===== config.mk =====
export PLATFORM = sky130hd
export DESIGN_NAME = keycode_action_decoder
export DESIGN_NICKNAME = d
export VERILOG_FILES = /design/src/rtl/keycode_pkg.sv /design/src/rtl/keycode_repeat_fsm.sv /design/src/rtl/keycode_action_decoder.sv
export SDC_FILE = /design/constraint.sdc
export NUM_CORES = 1
export LEC_CHECK = 0
export CAP_MARGIN = 20
export CORE_MARGIN = 4
export CORE_UTILIZATION = 51
export CTS_CLUSTER_SIZE = 8
export DETAILED_ROUTE_END_ITERATION = 10
export HOLD_SLACK_MARGIN = 0.05
export PLACE_DENSITY = 0.78
export RECOVER_POWER = 100
export REMOVE_ABC_BUFFERS = 1
export SYNTH_ARGS = -nofsm -noshare
export SYNTH_HDL_FRONTEND = slang
export SYNTH_SLANG_ARGS = --single-unit

===== constraint.sdc =====
create_clock -name clk -period 2.3 [get_ports clk]
set_clock_uncertainty 0.15 [all_clocks]
set_input_delay 0.345 -clock clk [delete_from_list [all_inputs] [get_ports clk]]
set_output_delay 0.345 -clock clk [all_outputs]
set_load 0.05 [all_outputs]

===== src/rtl/keycode_pkg.sv =====
// keycode_pkg
// Shared definitions for the keycode-to-action decoder: action indices,
// the HID usage code assigned to each action, special slot codes, the
// per-action auto-repeat state type and a slot extraction helper.
package keycode_pkg;

  localparam int N_ACTIONS = 8;
  localparam int MAX_SLOTS = 8;

  typedef enum logic [2:0] {
    ACT_LEFT      = 3'd0,
    ACT_RIGHT     = 3'd1,
    ACT_DOWN      = 3'd2,
    ACT_ROT_CW    = 3'd3,
    ACT_ROT_CCW   = 3'd4,
    ACT_HARD_DROP = 3'd5,
    ACT_START     = 3'd6,
    ACT_PAUSE     = 3'd7
  } action_t;

  // HID usage code per action; element [a] belongs to action index a.
  localparam logic [N_ACTIONS-1:0][7:0] ACT_CODE = {
    8'h29,  // PAUSE
    8'h28,  // START
    8'h2C,  // HARD_DROP
    8'h1D,  // ROT_CCW
    8'h52,  // ROT_CW
    8'h51,  // DOWN
    8'h4F,  // RIGHT
    8'h50   // LEFT
  };

  localparam logic [7:0] CODE_EMPTY    = 8'h00;
  localparam logic [7:0] CODE_ROLLOVER = 8'h01;

  // Actions whose simultaneous hold cancels auto-repeat (LEFT and RIGHT).
  localparam logic [N_ACTIONS-1:0] OPPOSED_PAIR = 8'b0000_0011;

  typedef enum logic [1:0] {
    IDLE   = 2'd0,
    DELAY  = 2'd1,
    REPEAT = 2'd2
  } repeat_state_t;

  // Returns keycode byte idx of the concatenated 64-bit GPIO word.
  function automatic logic [7:0] slot_code(input logic [63:0] word, input int unsigned idx);
    return word[8*idx +: 8];
  endfunction

endpackage


===== src/rtl/keycode_repeat_fsm.sv =====
// keycode_repeat_fsm
// Press / DAS / ARR auto-repeat sequencer for a single action.
// Ports:
//   clk        in  system clock
//   rst_n      in  asynchronous active-low reset
//   held       in  debounced held state of this action
//   tick       in  one-cycle frame tick
//   en_repeat  in  repeat counting allowed; when low the counter freezes
//                  and no repeat fires (press fires are unaffected)
//   fire       out registered one-cycle event (press or repeat)
module keycode_repeat_fsm
  import keycode_pkg::*;
#(
  parameter int DAS_TICKS = 10,
  parameter int ARR_TICKS = 2,
  parameter int CNT_W     = 5
) (
  input  logic clk,
  input  logic rst_n,
  input  logic held,
  input  logic tick,
  input  logic en_repeat,
  output logic fire
);

  localparam logic [CNT_W-1:0] DAS_VAL  = CNT_W'(DAS_TICKS);
  localparam logic [CNT_W-1:0] ARR_VAL  = CNT_W'(ARR_TICKS);
  localparam logic [CNT_W-1:0] CNT_ZERO = {CNT_W{1'b0}};
  localparam logic [CNT_W-1:0] CNT_ONE  = {{(CNT_W-1){1'b0}}, 1'b1};
  localparam logic [CNT_W-1:0] CNT_MAX  = {CNT_W{1'b1}};

  repeat_state_t    state_r;
  repeat_state_t    state_s;
  logic [CNT_W-1:0] cnt_r;
  logic [CNT_W-1:0] cnt_s;
  logic [CNT_W-1:0] cnt_inc_s;
  logic             fire_r;
  logic             fire_s;

  // Saturating increment: the counter must never wrap back to zero.
  assign cnt_inc_s = (cnt_r == CNT_MAX) ? cnt_r : (cnt_r + CNT_ONE);

  // Next-state, counter and fire decode.
  always_comb begin
    state_s = state_r;
    cnt_s   = cnt_r;
    fire_s  = 1'b0;
    case (state_r)
      IDLE: begin
        // A tick arriving with the press is deliberately not counted.
        cnt_s = CNT_ZERO;
        if (held) begin
          state_s = DELAY;
          fire_s  = 1'b1;
        end else begin
          state_s = IDLE;
        end
      end
      DELAY: begin
        if (!held) begin
          state_s = IDLE;
          cnt_s   = CNT_ZERO;
        end else if (tick && en_repeat) begin
          if (cnt_inc_s == DAS_VAL) begin
            state_s = REPEAT;
            cnt_s   = CNT_ZERO;
            fire_s  = 1'b1;
          end else begin
            cnt_s = cnt_inc_s;
          end
        end else begin
          cnt_s = cnt_r;
        end
      end
      REPEAT: begin
        if (!held) begin
          state_s = IDLE;
          cnt_s   = CNT_ZERO;
        end else if (tick && en_repeat) begin
          if (cnt_inc_s == ARR_VAL) begin
            cnt_s  = CNT_ZERO;
            fire_s = 1'b1;
          end else begin
            cnt_s = cnt_inc_s;
          end
        end else begin
          cnt_s = cnt_r;
        end
      end
      default: begin
        state_s = IDLE;
        cnt_s   = CNT_ZERO;
      end
    endcase
  end

  // State, counter and fire registers.
  always_ff @(posedge clk or negedge rst_n) begin
    if (!rst_n) begin
      state_r <= IDLE;
      cnt_r   <= CNT_ZERO;
      fire_r  <= 1'b0;
    end else begin
      state_r <= state_s;
      cnt_r   <= cnt_s;
      fire_r  <= fire_s;
    end
  end

  assign fire = fire_r;

endmodule


===== src/rtl/keycode_action_decoder.sv =====
// keycode_action_decoder
// Turns raw HID keycode words from the GPIO into debounced held flags,
// press/auto-repeat events and a per-frame accumulated action vector.
// Ports:
//   clk            in  100 MHz system clock
//   reset_rtl_0    in  asynchronous active-low reset
//   keycode0       in  GPIO keycode word 0 (slots 0..3)
//   keycode1       in  GPIO keycode word 1 (slots 4..7)
//   vsync          in  raw vsync, asynchronous to clk
//   frame_tick     out one-cycle pulse per vsync rising edge
//   action_held    out debounced held state per action
//   action_event   out one-cycle pulse on press or auto-repeat
//   frame_actions  out events accumulated over the previous frame
module keycode_action_decoder
  import keycode_pkg::*;
#(
  parameter int                   N_SLOTS     = 6,
  parameter int                   DAS_TICKS   = 10,
  parameter int                   ARR_TICKS   = 2,
  parameter int                   CNT_W       = 5,
  parameter logic [N_ACTIONS-1:0] REPEAT_MASK = 8'b0000_0111
) (
  input  logic                 clk,
  input  logic                 reset_rtl_0,
  input  logic [31:0]          keycode0,
  input  logic [31:0]          keycode1,
  input  logic                 vsync,
  output logic                 frame_tick,
  output logic [N_ACTIONS-1:0] action_held,
  output logic [N_ACTIONS-1:0] action_event,
  output logic [N_ACTIONS-1:0] frame_actions
);

  localparam logic [N_ACTIONS-1:0] ACT_NONE = {N_ACTIONS{1'b0}};

  logic [63:0]          kc_word_s;
  logic [N_ACTIONS-1:0] match_s;
  logic                 rollover_s;
  logic [N_ACTIONS-1:0] raw_s;
  logic [N_ACTIONS-1:0] raw_r;
  logic [N_ACTIONS-1:0] held_r;
  logic                 sync1_r;
  logic                 sync2_r;
  logic                 edge_r;
  logic [1:0]           warm_r;
  logic                 tick_s;
  logic [N_ACTIONS-1:0] acc_r;
  logic [N_ACTIONS-1:0] frame_r;
  logic [N_ACTIONS-1:0] fire_s;
  logic                 opposed_s;
  logic [N_ACTIONS-1:0] en_repeat_s;

  assign kc_word_s = {keycode1, keycode0};

  // Slot scan: match every action code and detect a rollover report.
  // All eight slots are visited; slots at or beyond N_SLOTS are masked off.
  always_comb begin
    match_s    = ACT_NONE;
    rollover_s = 1'b0;
    for (int s = 0; s < MAX_SLOTS; s++) begin
      rollover_s = rollover_s
                 | ((s < N_SLOTS) && (slot_code(kc_word_s, s) == CODE_ROLLOVER));
      for (int act = 0; act < N_ACTIONS; act++) begin
        match_s[act] = match_s[act]
                     | ((s < N_SLOTS) && (slot_code(kc_word_s, s) == ACT_CODE[act]));
      end
    end
  end

  // A rollover report carries no key information, so keep the last raw value.
  assign raw_s = rollover_s ? raw_r : match_s;

  // Debounce: the GPIO words are not updated atomically, so a raw value is
  // accepted only after it has been seen on two consecutive edges.
  always_ff @(posedge clk or negedge reset_rtl_0) begin
    if (!reset_rtl_0) begin
      raw_r  <= ACT_NONE;
      held_r <= ACT_NONE;
    end else begin
      raw_r <= raw_s;
      if (raw_s == raw_r) begin
        held_r <= raw_s;
      end else begin
        held_r <= held_r;
      end
    end
  end

  // vsync synchroniser and rising-edge detector. The edge register is held
  // at 1 until the synchroniser has flushed its reset value, so a vsync that
  // is already high at reset release is not mistaken for a rising edge.
  always_ff @(posedge clk or negedge reset_rtl_0) begin
    if (!reset_rtl_0) begin
      sync1_r <= 1'b0;
      sync2_r <= 1'b0;
      warm_r  <= 2'b00;
      edge_r  <= 1'b1;
    end else begin
      sync1_r <= vsync;
      sync2_r <= sync1_r;
      warm_r  <= {warm_r[0], 1'b1};
      edge_r  <= warm_r[1] ? sync2_r : 1'b1;
    end
  end

  // Both operands are flops, so the pulse is clean for one cycle.
  assign tick_s = sync2_r & ~edge_r;

  // LEFT and RIGHT together cancel each other's repeat.
  assign opposed_s   = &(held_r | ~OPPOSED_PAIR);
  assign en_repeat_s = REPEAT_MASK & ~(opposed_s ? OPPOSED_PAIR : ACT_NONE);

  for (genvar a = 0; a < N_ACTIONS; a++) begin : g_act
    keycode_repeat_fsm #(
      .DAS_TICKS (DAS_TICKS),
      .ARR_TICKS (ARR_TICKS),
      .CNT_W     (CNT_W)
    ) u_fsm (
      .clk       (clk),
      .rst_n     (reset_rtl_0),
      .held      (held_r[a]),
      .tick      (tick_s),
      .en_repeat (en_repeat_s[a]),
      .fire      (fire_s[a])
    );
  end

  // Frame accumulator: an event on the tick cycle belongs to the frame
  // being closed, so it goes to frame_actions and not into the new acc.
  always_ff @(posedge clk or negedge reset_rtl_0) begin
    if (!reset_rtl_0) begin
      acc_r   <= ACT_NONE;
      frame_r <= ACT_NONE;
    end else if (tick_s) begin
      frame_r <= acc_r | fire_s;
      acc_r   <= ACT_NONE;
    end else begin
      acc_r   <= acc_r | fire_s;
      frame_r <= frame_r;
    end
  end

  assign frame_tick    = tick_s;
  assign action_held   = held_r;
  assign action_event  = fire_s;
  assign frame_actions = frame_r;

endmodule


# After elaboration in Yosys (flattened, before gate mapping)
# Cells that the tools add are included.
# word_totals
ram_bits	0
latchBits	0
ff_bits	76
rom_bits	0
in_bits	67
mem_count	0
wordCells	294
# op_classes
mul	0
eq_ne	97
shifts	0
n_bitwise	49
div	0
n_reduce_logical	23
addsub	3
n_mux	95
n_lt_le_gt_ge	0
# op_table
op	n
$eq 8x7->1 const B	24
$eq 8x6->1 const B	18
$mux 5	21
$eq 8x1->1 const B	6
$eq 8x5->1 const B	6
$or 1x1->1	45
$mux 1	40
$mux 2	18
$pmux 5 s2	3
$ne 3x2->1 const B	9
$pmux 2 s2	5
$pmux 2 s3	3
$eq 2x1->1 const B	8
$eq 2x2->1 const B	8
$logic_not 2->1	8
$mux 8	2
$ne 2x2->1 const B	8
$add 5x1->5 const B	3
$eq 5x2->1 const B	3
$eq 5x4->1 const B	3
$eq 5x5->1 const B	3
$reduce_or 2->1	5
$pmux 1 s3	3
$reduce_and 3->1	3
other kinds (7)	12

# Depth between registers and ports, before layout
# depth
depth_word	8
depth_mapped	9

# Cells and area by module
# From an unflattened synthesis, not the netlist that was laid out.
# unflattened
hier_cells	807
area_unflattened_um2	7415.9
# by_module_without_submodules
mod	instances	area_each_um2	cells_each
keycode_repeat_fsm (g_act[3].u_fsm ...)	5	625.6	70
keycode_action_decoder	1	2272.2	238
keycode_repeat_fsm (g_act[0].u_fsm ...)	3	671.9	73

# Worst setup path before layout
# OpenSTA, ideal clock, no wires.
# synth_timing
kind	input to register
start	input port keycode0[17]
end	register held_r[0], in the netlist action_held[0]
arrival_time_ns	2.696
path_slack_ns	-0.671
path_stages	8
setup_ns	0.125
t_required_ns	2.025
path_cell_list	or4b_2 > nor4_1 > nor4_1 > o311ai_1 > xnor2_1 > nand4_1 > o41ai_4 > mux2_2
# synth_via
elab_chain_cells	7
word_cells_on_any_way	47
classes_between	eq/ne (10); mux (1); bitwise (36)
# synth_lines
element	line	source
from (decl)	keycode_action_decoder.sv:25	input logic [31:0] keycode0,
$eq 8x7->1, or another cell as far along	keycode_action_decoder.sv:65	| ((s < N_SLOTS) && (slot_code(kc_word_s, s) == ACT_CODE[act]));
$or 1x1->1 (on tied branches) (4 in series)	keycode_action_decoder.sv:65, keycode_action_decoder.sv:62	
$mux 8 (*)	keycode_action_decoder.sv:71	assign raw_s = rollover_s ? raw_r : match_s;
$eq 8x8->1	keycode_action_decoder.sv:81	if (raw_s == raw_r) begin
to (signal assigned)	keycode_action_decoder.sv:82	held_r <= raw_s;
to (signal assigned)	keycode_action_decoder.sv:84	held_r <= held_r;
to (decl)	keycode_action_decoder.sv:41	logic [N_ACTIONS-1:0] held_r;
# Every way passes the cells marked *; elsewhere a longest branch is shown, timed or not.
# A chain may end at the register's enable or synchronous reset.

# Worst setup path after layout
# layout_timing
start	input port keycode0[17]
end	register held_r[5], in the netlist action_held[5]
# Same word-level chain as after synthesis.

==> flow_summary.ini <==
[clock_tree]
cts_buffers = 9
clock-sinks = 71
cts_buffer_depth = 2
h-tree-depth = 3
clkLatencyLatePin_ps = 340
path_clk_slew_ps = 80
cts_root_buffer = clkbuf_8
cts_tree = built

[job]
cap_violations = 0

[global_routing]
overflow = 0
grt_pass1_wl_um = 20200
grt_usage_pct = 25.2
antenna_found_initial = 0
grt_pass1_vias = 4306
grt_max_degree = 33

[power]
p_per_area_nw_per_um2 = 537
p_leak_nw = 2.93
peakVddDrop_uv = 289

[setup_path]
startpoint_type = input pin
cp_max_fo = 4
slowest_delay_ps = 550
critPathBufInv = 3
cp_common_cell = nand4_1
endpoint_kind = flop
crit_path_cell_trace = clkbuf_2 > buf_6 > or4_4 > nor4b_4 > nor3_2 > nand4_1 > xnor2_1 > nand4_1 > o41ai_4 > buf_4 > mux2_4
crit_slowest_cell = or4_4
cp.arrival_ps = 2820
crit_type = input pin to flop
required_ps = 2380
critPathTopFamily = simple AND/OR/NAND/NOR gates

[die]
rows = 32
die_x_um = 98.5
fp.dieH_um = 98.5
design.core.area_um2 = 7850
io_pins = 92
dieArea_um2 = 9710
start_util_pct = 53.3

[cells_and_area]
syn2layout_area_growth_pct = 47.5
n_antenna_cell = 0
final_cells = 702
drive_gt1_share_pct = 30.2
layout.nets = 677
fill_cells = 498

[sta]
worst_slack_ps = -449
fin_crit_sh_pct = 120
tns_ps = -3550
hold_viol = 0
clock.fmax_mhz = 364
slew_headroom_pct = 47.5
rsz0062_at_grt = yes
final-max-slew-violation-count = 0
min_period_ps = 2750
worst_slew_pin_slew_ps = 788
setup_viol = 8

[place]
place_congestion = 0.901
pre_cts_ws_ps = -1300
placed_cells_incl_taps = 664
portBuffers = 75
dp_hpwl_um = 8280

[logic_synthesis]
synth-edff-count = 0
seq_area_frac_synth_pct = 42.5
synthTopCellsByArea = dfrtp_1, ha_1, nor2_1
syn_avg_cell_area_um2 = 9.57
yosysWarnings = 0
async_reset_ff_share_pct = 100
synth_flop_cell = dfrtp_1
netlist_area_um2 = 4180
yosysUniqueCellTypes = 51
ys_seq_elements = 71
synth_cells = 437
synth_top_area_share_pct = 41.9
yosys.area.top_type = dfrtp_1

[routing]
wl_per_cell_um = 17.0
wirelength_um = 11900
drtIter0Drc = 200
final_antenna_net_count = 0
drt_first_pass_iters = 4
vias = 4072
vias_per_cell = 5.80
drcViolationCount = 0

[status]
status = finished with violations
violations = negative setup slack

[hold_path]
hp-class = flop to flop
cells by family after synthesis:
group	share of synthesized area [%]
mux	3.50
buf+inv	4.97
xor+xnor	2.93
flops	42.5
compound gates	12.3
other cells	0.0897
simple gates	29.2
fa+ha+maj	4.49
layout make-up:
type	count	area (um2)	share of cell area, %
Sequential cell	71	1780	28.8
Multi-Input combinational cell	327	2560	41.5
Timing Repair Buffer	172	1430	23.1
Clock inverter	5	81.3	1.32
Clock buffer	11	141	2.29
Tap cell	102	128	2.07
Inverter	14	52.6	0.852
path summary, 6_finish.rpt:
check                                               startpoint                                    end  slack [ps]  cells past startpoint
max                                               keycode0[17]             action_held[5]$_DFFE_PN0N_        -450                     11
min                                        warm_r[0]$_DFF_PN0_                    warm_r[1]$_DFF_PN0_         200                      0
max reg2reg                g_act[0].u_fsm.cnt_r[0]$_DFFE_PN0P_  g_act[0].u_fsm.state_r[0]$_DFFE_PN0P_         120                      8
min reg2reg                                warm_r[0]$_DFF_PN0_                    warm_r[1]$_DFF_PN0_         200                      0
max in group asynchronous                          reset_rtl_0          g_act[5].u_fsm.fire$_DFF_PN0_         320                      3
min in group asynchronous                          reset_rtl_0          g_act[2].u_fsm.fire$_DFF_PN0_         440                      2
report_power, final:
part           internal, W  switching (W)
Sequential         0.00135      0.0000503
Combinational     0.000329       0.000481
Clock             0.000641       0.000457
registers in the layout (all words and copies together), names as in the netlist:
signal,cells
g_act.u_fsm.cnt_r,15
g_act.u_fsm.fire,8
frame_actions,8
g_act.u_fsm.state_r,11
warm_r,2
edge_r,1
sync2_r,1
sync1_r,1
raw_r,8
acc_r,8
action_held,8
synth_stat cells, types with 6 or more instances:
master,instances
nor2b_1,8
dfrtp_1,70
nand4_1,14
o21ai_0,23
nand4b_1,7
xor2_1,6
nor2_1,42
inv_1,14
buf_4,16
nor3b_1,9
o21a_1,9
xnor2_1,8
nand2_1,38
mux2_2,13
nand2b_1,8
nor4b_1,14
clkbuf_1,8
ha_1,15
nand3_1,17
nor4_1,14
a21oi_1,9
a21o_1,6
a31oi_1,6
metal layers:
layer	track usage, %	vias up	share of wire, %
met3	5.38	32	5.9
li1	-	1923	-
met2	43.4	163	49
met4	9.87	0	2.6
met1	30.8	1954	42
met5	0	-	0
placed cells by master (no fill, tap or decap), drive strengths merged, types with 17 or more instances in the layout:
master,Yosys,layout
buf,17,100
dfrtp,70,70
nor2,42,42
nand2,38,38
clkbuf,8,26
dlygate4sd3,0,25
dlygate4sd2,0,24
o21ai,23,23
nand3,17,17
metrics by stage:
step | power [W] | cell area [um2] | util (%) | hold slack (ps)
3_3_place_gp | 0.00217 | 5480 | 69.8 | 121
2_1_floorplan | 0.00179 | 4030 | - | -101
5_1_grt | 0.00346 | 6160 | 78.6 | 211
6_report | 0.00331 | 6160 | 78.6 | 200
3_5_place_dp | 0.00220 | 5480 | 69.8 | 130
4_1_cts | 0.00333 | 6140 | 78.2 | 203
what timing repair did:
action | 4_1_cts | 5_1_grt
setup buffers | 29 | 5
pin swaps | 31 | 25
endpoints found under the hold margin | 12 | 0
gates resized for setup | 154 | 34
hold buffers | 1 | 0
setup endpoints to repair | 16 | 15
Note: power is estimated with default switching activity, not from simulation.
